### config.mk
export PLATFORM = sky130hd
export DESIGN_NAME = pipe_stall_sequencer_flat
export DESIGN_NICKNAME = d
export VERILOG_FILES = /design/src/rtl/pipe_stall_sequencer_pkg.sv /design/src/rtl/pipe_stall_sequencer_if.sv /design/src/rtl/pipe_stall_sequencer_mul_timer.sv /design/src/rtl/pipe_stall_sequencer.sv /design/src/flat_wrapper.sv
export SDC_FILE = /design/constraint.sdc
export NUM_CORES = 1
export LEC_CHECK = 0
export CORE_UTILIZATION = 51
export CTS_CLUSTER_DIAMETER = 150
export DETAILED_ROUTE_END_ITERATION = 7
export PLACE_DENSITY = 0.84
export SLEW_MARGIN = 15
export SYNTH_ARGS = -nofsm -noshare
export SYNTH_HDL_FRONTEND = slang
export SYNTH_SLANG_ARGS = --single-unit
### constraint.sdc
create_clock -name clk -period 6.52 [get_ports clk]
set_clock_uncertainty 0.05 [all_clocks]
set_input_delay 1.304 -clock clk [delete_from_list [all_inputs] [get_ports clk]]
set_output_delay 1.304 -clock clk [all_outputs]
set_load 0.01 [all_outputs]
### src/rtl/pipe_stall_sequencer_pkg.sv
// Shared types for the pipeline stall/flush sequencer.
package pipe_ctrl_pkg;

    typedef enum logic [1:0] {
        RUN     = 2'd0,
        MUL     = 2'd1,
        MEMWAIT = 2'd2
    } pipe_state_t;

    typedef struct packed {
        logic stall_f;
        logic stall_d;
        logic stall_e;
        logic stall_m;
        logic flush_d;
        logic flush_e;
        logic flush_m;
        logic flush_w;
    } stall_flush_t;

    localparam stall_flush_t SF_NONE = '0;

endpackage

### src/rtl/pipe_stall_sequencer_if.sv
// Hazard-side bundle: hazard requests in, per-stage stall/flush strobes out.
interface pipe_stall_sequencer_if #(
    parameter int PERF_W = 16
);
    logic              LDRstall;
    logic              BranchTakenE;
    logic              PCWrPendingF;
    logic              PCSrcW;
    logic              MulStartE;
    logic              MemReqM;
    logic              MemAckM;
    logic              StallF;
    logic              StallD;
    logic              StallE;
    logic              StallM;
    logic              FlushD;
    logic              FlushE;
    logic              FlushM;
    logic              FlushW;
    logic              MulBusy;
    logic [PERF_W-1:0] StallCount;

    modport master (
        output LDRstall, BranchTakenE, PCWrPendingF, PCSrcW, MulStartE, MemReqM, MemAckM,
        input  StallF, StallD, StallE, StallM, FlushD, FlushE, FlushM, FlushW,
        input  MulBusy, StallCount
    );

    modport slave (
        input  LDRstall, BranchTakenE, PCWrPendingF, PCSrcW, MulStartE, MemReqM, MemAckM,
        output StallF, StallD, StallE, StallM, FlushD, FlushE, FlushM, FlushW,
        output MulBusy, StallCount
    );
endinterface

### src/rtl/pipe_stall_sequencer_mul_timer.sv
// Down-counter tracking how many more cycles a multiply holds Execute.
module mul_timer #(
    parameter int CNT_W = 3
) (
    input  logic             clk,
    input  logic             reset,
    input  logic             load,
    input  logic             dec,
    input  logic [CNT_W-1:0] load_val,
    output logic [CNT_W-1:0] cnt,
    output logic             zero
);

    // Load has priority over decrement; counter parks at zero otherwise.
    always_ff @(posedge clk or posedge reset) begin
        if (reset) begin
            cnt <= '0;
        end else if (load) begin
            cnt <= load_val;
        end else if (dec && (cnt != '0)) begin
            cnt <= cnt - 1'b1;
        end
    end

    assign zero = (cnt == '0);

endmodule

### src/rtl/pipe_stall_sequencer.sv
// Central stall/flush sequencer for the F/D/E/M/W pipeline: merges control
// hazards, multi-cycle multiply occupancy and data-memory wait states.
module pipe_stall_sequencer
    import pipe_ctrl_pkg::*;
#(
    parameter int MUL_CYCLES = 4,
    parameter int CNT_W      = 3,
    parameter int PERF_W     = 16
) (
    input  logic                  clk,
    input  logic                  reset,
    pipe_stall_sequencer_if.slave bus
);

    // The start cycle is spent in RUN, so the counter covers the remaining MUL_CYCLES-1.
    localparam logic [CNT_W-1:0] MUL_LOAD = CNT_W'(MUL_CYCLES - 2);

    if ((MUL_CYCLES < 2) || (MUL_CYCLES > (2 ** CNT_W))) begin : g_bad_mul_cycles
        $error("pipe_stall_sequencer: MUL_CYCLES=%0d outside 2..2**CNT_W", MUL_CYCLES);
    end

    pipe_state_t       state;
    pipe_state_t       state_nxt;
    stall_flush_t      sf;
    logic              mul_load;
    logic              mul_dec;
    logic              mul_zero;
    logic [CNT_W-1:0]  mul_cnt;
    logic              mem_wait;
    logic [PERF_W-1:0] stall_count;

    mul_timer #(.CNT_W(CNT_W)) u_mul_timer (
        .clk      (clk),
        .reset    (reset),
        .load     (mul_load),
        .dec      (mul_dec),
        .load_val (MUL_LOAD),
        .cnt      (mul_cnt),
        .zero     (mul_zero)
    );

    // In MEMWAIT only the ack matters; the request is assumed held until acked.
    assign mem_wait = (state == MEMWAIT) ? !bus.MemAckM : (bus.MemReqM && !bus.MemAckM);

    // State register.
    always_ff @(posedge clk or posedge reset) begin
        if (reset) begin
            state <= RUN;
        end else begin
            state <= state_nxt;
        end
    end

    // Next-state and same-cycle stall/flush decode; memory wait outranks multiply start,
    // which outranks control hazards.
    always_comb begin
        sf        = SF_NONE;
        state_nxt = state;
        mul_load  = 1'b0;
        mul_dec   = 1'b0;
        if (reset) begin
            sf.flush_d = 1'b1;
            sf.flush_e = 1'b1;
            sf.flush_m = 1'b1;
            sf.flush_w = 1'b1;
        end else begin
            case (state)
                MUL: begin
                    sf.stall_f = 1'b1;
                    sf.stall_d = 1'b1;
                    sf.stall_e = 1'b1;
                    sf.flush_m = 1'b1;
                    if (mul_zero) begin
                        state_nxt = RUN;
                    end else begin
                        mul_dec = 1'b1;
                    end
                end
                default: begin
                    if (mem_wait) begin
                        sf.stall_f = 1'b1;
                        sf.stall_d = 1'b1;
                        sf.stall_e = 1'b1;
                        sf.stall_m = 1'b1;
                        sf.flush_w = 1'b1;
                        state_nxt  = MEMWAIT;
                    end else if (bus.MulStartE) begin
                        sf.stall_f = 1'b1;
                        sf.stall_d = 1'b1;
                        sf.stall_e = 1'b1;
                        sf.flush_m = 1'b1;
                        mul_load   = 1'b1;
                        state_nxt  = MUL;
                    end else begin
                        sf.stall_f = bus.LDRstall | bus.PCWrPendingF;
                        sf.stall_d = bus.LDRstall;
                        sf.flush_d = bus.BranchTakenE | bus.PCWrPendingF | bus.PCSrcW;
                        sf.flush_e = bus.LDRstall | bus.BranchTakenE;
                        state_nxt  = RUN;
                    end
                end
            endcase
        end
    end

    // Saturating count of fetch-stall cycles.
    always_ff @(posedge clk or posedge reset) begin
        if (reset) begin
            stall_count <= '0;
        end else if (sf.stall_f && (stall_count != {PERF_W{1'b1}})) begin
            stall_count <= stall_count + 1'b1;
        end
    end

    assign bus.StallF     = sf.stall_f;
    assign bus.StallD     = sf.stall_d;
    assign bus.StallE     = sf.stall_e;
    assign bus.StallM     = sf.stall_m;
    assign bus.FlushD     = sf.flush_d;
    assign bus.FlushE     = sf.flush_e;
    assign bus.FlushM     = sf.flush_m;
    assign bus.FlushW     = sf.flush_w;
    assign bus.MulBusy    = (state == MUL);
    assign bus.StallCount = stall_count;

endmodule
### src/flat_wrapper.sv
// flat-port wrapper written by rule: the top's interface ports become plain ports
module pipe_stall_sequencer_flat import pipe_ctrl_pkg::*;
#(
    parameter int MUL_CYCLES = 4,
    parameter int CNT_W      = 3,
    parameter int PERF_W     = 16
)
  (clk, reset, bus_LDRstall, bus_BranchTakenE, bus_PCWrPendingF, bus_PCSrcW, bus_MulStartE, bus_MemReqM, bus_MemAckM, bus_StallF, bus_StallD, bus_StallE, bus_StallM, bus_FlushD, bus_FlushE, bus_FlushM, bus_FlushW, bus_MulBusy, bus_StallCount);
  pipe_stall_sequencer_if #(.PERF_W(PERF_W)) bus_i ();
  input  logic clk;
  input  logic reset;
  input wire logic [$bits(bus_i.LDRstall)-1:0] bus_LDRstall;
  input wire logic [$bits(bus_i.BranchTakenE)-1:0] bus_BranchTakenE;
  input wire logic [$bits(bus_i.PCWrPendingF)-1:0] bus_PCWrPendingF;
  input wire logic [$bits(bus_i.PCSrcW)-1:0] bus_PCSrcW;
  input wire logic [$bits(bus_i.MulStartE)-1:0] bus_MulStartE;
  input wire logic [$bits(bus_i.MemReqM)-1:0] bus_MemReqM;
  input wire logic [$bits(bus_i.MemAckM)-1:0] bus_MemAckM;
  output wire logic [$bits(bus_i.StallF)-1:0] bus_StallF;
  output wire logic [$bits(bus_i.StallD)-1:0] bus_StallD;
  output wire logic [$bits(bus_i.StallE)-1:0] bus_StallE;
  output wire logic [$bits(bus_i.StallM)-1:0] bus_StallM;
  output wire logic [$bits(bus_i.FlushD)-1:0] bus_FlushD;
  output wire logic [$bits(bus_i.FlushE)-1:0] bus_FlushE;
  output wire logic [$bits(bus_i.FlushM)-1:0] bus_FlushM;
  output wire logic [$bits(bus_i.FlushW)-1:0] bus_FlushW;
  output wire logic [$bits(bus_i.MulBusy)-1:0] bus_MulBusy;
  output wire logic [$bits(bus_i.StallCount)-1:0] bus_StallCount;
  assign bus_i.LDRstall = bus_LDRstall;
  assign bus_i.BranchTakenE = bus_BranchTakenE;
  assign bus_i.PCWrPendingF = bus_PCWrPendingF;
  assign bus_i.PCSrcW = bus_PCSrcW;
  assign bus_i.MulStartE = bus_MulStartE;
  assign bus_i.MemReqM = bus_MemReqM;
  assign bus_i.MemAckM = bus_MemAckM;
  assign bus_StallF = bus_i.StallF;
  assign bus_StallD = bus_i.StallD;
  assign bus_StallE = bus_i.StallE;
  assign bus_StallM = bus_i.StallM;
  assign bus_FlushD = bus_i.FlushD;
  assign bus_FlushE = bus_i.FlushE;
  assign bus_FlushM = bus_i.FlushM;
  assign bus_FlushW = bus_i.FlushW;
  assign bus_MulBusy = bus_i.MulBusy;
  assign bus_StallCount = bus_i.StallCount;
  pipe_stall_sequencer #(.MUL_CYCLES(MUL_CYCLES), .CNT_W(CNT_W), .PERF_W(PERF_W)) u_core (.clk(clk), .reset(reset), .bus(bus_i));
endmodule
==> qor.txt <==
Clock Sink Count -> 21
Delay-heaviest family, CP -> buffers and inverters
CP Max Fanout -> 28
WS Path Type -> primary input to output port
Die area -> 0.00263 mm²
Top FF cell, synth -> dfrtp_1
Slowest-stage cell, CP -> clkinv_1
CTS Buffer Depth -> 2
Critical Path AT -> 3.73 ns
DRT antenna net count -> 0
Outcome -> complete, no violations
Startpoint types -> primary input
Critical path's largest stage delay -> 0.80 ns
Worst-Skew Late Latency -> 0.30 ns
Placed cells -> 190
GRT overflow -> 0
R2r worst-path depth -> 5
Diode count -> 0
Initial drt markers -> 33
Clock root buffer -> clkbuf_4
Final Setup Violations -> 0
First-pass GRT wire length -> 4540 µm
Slew HR -> 38.5%
Number of global-route vias before repair -> 1019
Initial Utilization -> 54.9%
R2R Setup Slk -> 4.32 ns
Setup TNS -> 0 ns
Die H -> 51.3 µm
Clock transition at path regs -> 0.10 ns
Most frequent cell after synthesis -> dfrtp_1
RSZ-0062 raised after global routing -> false
Register area share after synthesis -> 42.4%
Reg2reg end -> u_core.bus.StallCount[1]$_DFFE_PP0P_
Mean Syn Cell Area -> 9.38 µm²
Async set-reset flop share out of synthesis -> 100%
IO Count -> 34
Vias -> 1080
Via density -> 5.57
Pwr dens -> 311 mW/mm²
Hold Fails Final Rpt -> 0
DR WL/cell -> 13.8 µm
Final worst slack -> 1.43 ns
Synth Area in Simple Gates -> 27.0%
Clock tree from TritonCTS -> built
Yosys reg bits -> 21
Post-CTS sizing -> 0
Worst hold path class -> register to register
H-tree depth -> 1
Die W -> 51.3 µm
Max_cap viols -> 0
Largest family of logic cells by synthesized area -> simple AND/OR/NAND/NOR gates
Hold_sp -> u_core.bus.StallCount[11]$_DFFE_PP0P_
Post-route minimum period -> 5.09 ns
Fmax -> 197 MHz
Hold EP -> u_core.bus.StallCount[11]$_DFFE_PP0P_
Setup Slack @ Placement -> 1.39 ns
Hold-critical path depth -> 1
Worst EP required -> 5.17 ns
Top post-synthesis cells by count -> dfrtp_1 (21), nor2_1 (20), xor2_1 (11)
Nets -> 179
Fraction of layout cells with a size suffix above 1 -> 6.02%
VDD IR max -> 0.000264 V
Most used cell, CP -> clkdlybuf4s50_1
Worst hold margin -> 0.442 ns
Post-route insts no fill -> 194
Yosys warnings -> 0
Cell Area, Placed -> 0.00159 mm²
Total Wirelength -> 2670 µm
DR pass1 iterations -> 5
Post-DP HPWL -> 1990 µm
Worst path cell trace -> clkdlybuf4s50_1 -> clkinv_1 -> o31ai_4 -> inv_1 -> clkdlybuf4s50_1
FP Rows -> 17
Residual DRC -> 0
# Post-CTS Setup Buffers -> 0
Largest net degree at the start of global routing -> 29
Area grow syn2layout -> 30.6%
Final Cycle Share -> 78.0%
IO buf count -> 33
Fin area -> 0.00162 mm²
Post-synth EDFFs -> 0
Initial antenna violation count -> 0
Mapped Area -> 0.00124 mm²
# hold bufs at CTS -> 0
Post-Syn Nets -> 144
Most area-consuming cells after synthesis -> dfrtp_1 (42%), xor2_1 (7.8%), nor2_1 (6.1%)
Pleak -> 0.730 nW
Measured slew at the worst slew-check pin -> 0.917 ns
Distinct cell type count after synthesis -> 34
Num CTS Buffers -> 3
Mapped Cells -> 132
Core region area -> 0.00225 mm²
Yosys top cell by area -> dfrtp_1
Compound-Gate Fraction of Synth Area -> 10.4%
Final slew viol count -> 0
Synth Area in XOR/XNOR -> 9.90%
RR Startpoint -> u_core.bus.StallCount[0]$_DFFE_PP0P_
Total GRT Usage -> 23.3%
Crit end category -> output port
Post-synthesis adder-cell area fraction -> 3.03%
Proportion of synthesized area in mux cells -> 3.54%
CP bufs+invs -> 4
Top-area cell type share of the netlist area -> 42.4%
Filler cell count in the final layout -> 184
Placer Congestion -> 0.820
-- power by group --
group | total (mW) | switching (mW) | internal (mW) | leakage, nW
combinational | 0.225 | 0.103 | 0.121 | 0.452
sequential | 0.217 | 0.0490 | 0.168 | 0.262
clock | 0.0605 | 0.0367 | 0.0238 | 0.0150
total | 0.502 | 0.189 | 0.313 | 0.730
-- flip-flops by register name, indices dropped and copies added (netlist names) --
signal	flops
u_core.bus.StallCount	16
u_core.u_mul_timer.cnt	3
u_core.state	2
-- worst register-to-register path, cell delays in order (launching register included) --
cell,delay [ns]
dfrtp_1,0.44
ha_1,0.21
and4_1,0.29
nand4_1,0.44
nor2b_2,0.34
mux2_1,0.32
-- layer usage --
metal | part of all wire [%] | wire length [µm] | GRT usage [%] | up-vias
li1 | - | - | - | 517
met1 | 44 | 1170 | 30.1 | 512
met2 | 50 | 1340 | 39.0 | 44
met3 | 4.9 | 130 | 3.87 | 7
met4 | 1.2 | 32 | 8.56 | 0
met5 | 0 | 0 | 0 | -
-- cell families after synthesis --
group,Yosys count
muxes,4
and+or+nand+nor,63
AOI/OAI and AO/OA,15
xor gates and xnor gates,14
adders and majority gates,3
DFF,21
buffers and inverters,12
-- area by class of cell --
cell class	count	area [µm²]	area share [%]
clock buffers	4	26.3	1.62
multi-input cells	99	667	41.2
well taps	28	35.0	2.17
inverters	9	33.8	2.09
repair buffers	33	330	20.4
flip-flops and latches	21	526	32.5
-- cells in the final DEF, fill, tap and decap left out, types with 2 or more instances in the layout --
cell,instances
clkdlybuf4s50_1,33
nand2_1,10
dfrtp_1,21
ha_1,3
xnor2_1,3
clkbuf_4,3
xor2_1,11
nor3_1,3
nand4b_1,2
nor2_1,20
mux2_1,3
nand4_1,4
inv_1,8
and3_1,3
and2_1,3
nand3_1,6
nand2b_1,3
and4_1,3
o21ai_0,7
a21oi_1,2
-- per-stage QoR --
stage / utilization [%] / total power [mW]
6_report: 71.8 / 0.502
5_1_grt: 71.8 / 0.541
4_1_cts: 71.8 / 0.504
3_5_place_dp: 70.6 / 0.443
3_3_place_gp: 70.6 / 0.430
2_1_floorplan: - / 0.335
-- worst max path at each step --
stage / endpoint / slack [ns] / cells past startpoint / startpoint
2_1_floorplan: bus_StallF / 2.56 / 4 / reset
3_3_place_gp: bus_StallF / 1.47 / 5 / reset
3_5_place_dp: bus_StallF / 1.39 / 5 / reset
4_1_cts: bus_StallF / 1.38 / 5 / reset
5_1_grt: bus_StallF / 1.15 / 5 / reset
6_report: bus_StallF / 1.43 / 5 / reset
(Power assumes the default switching activity.)
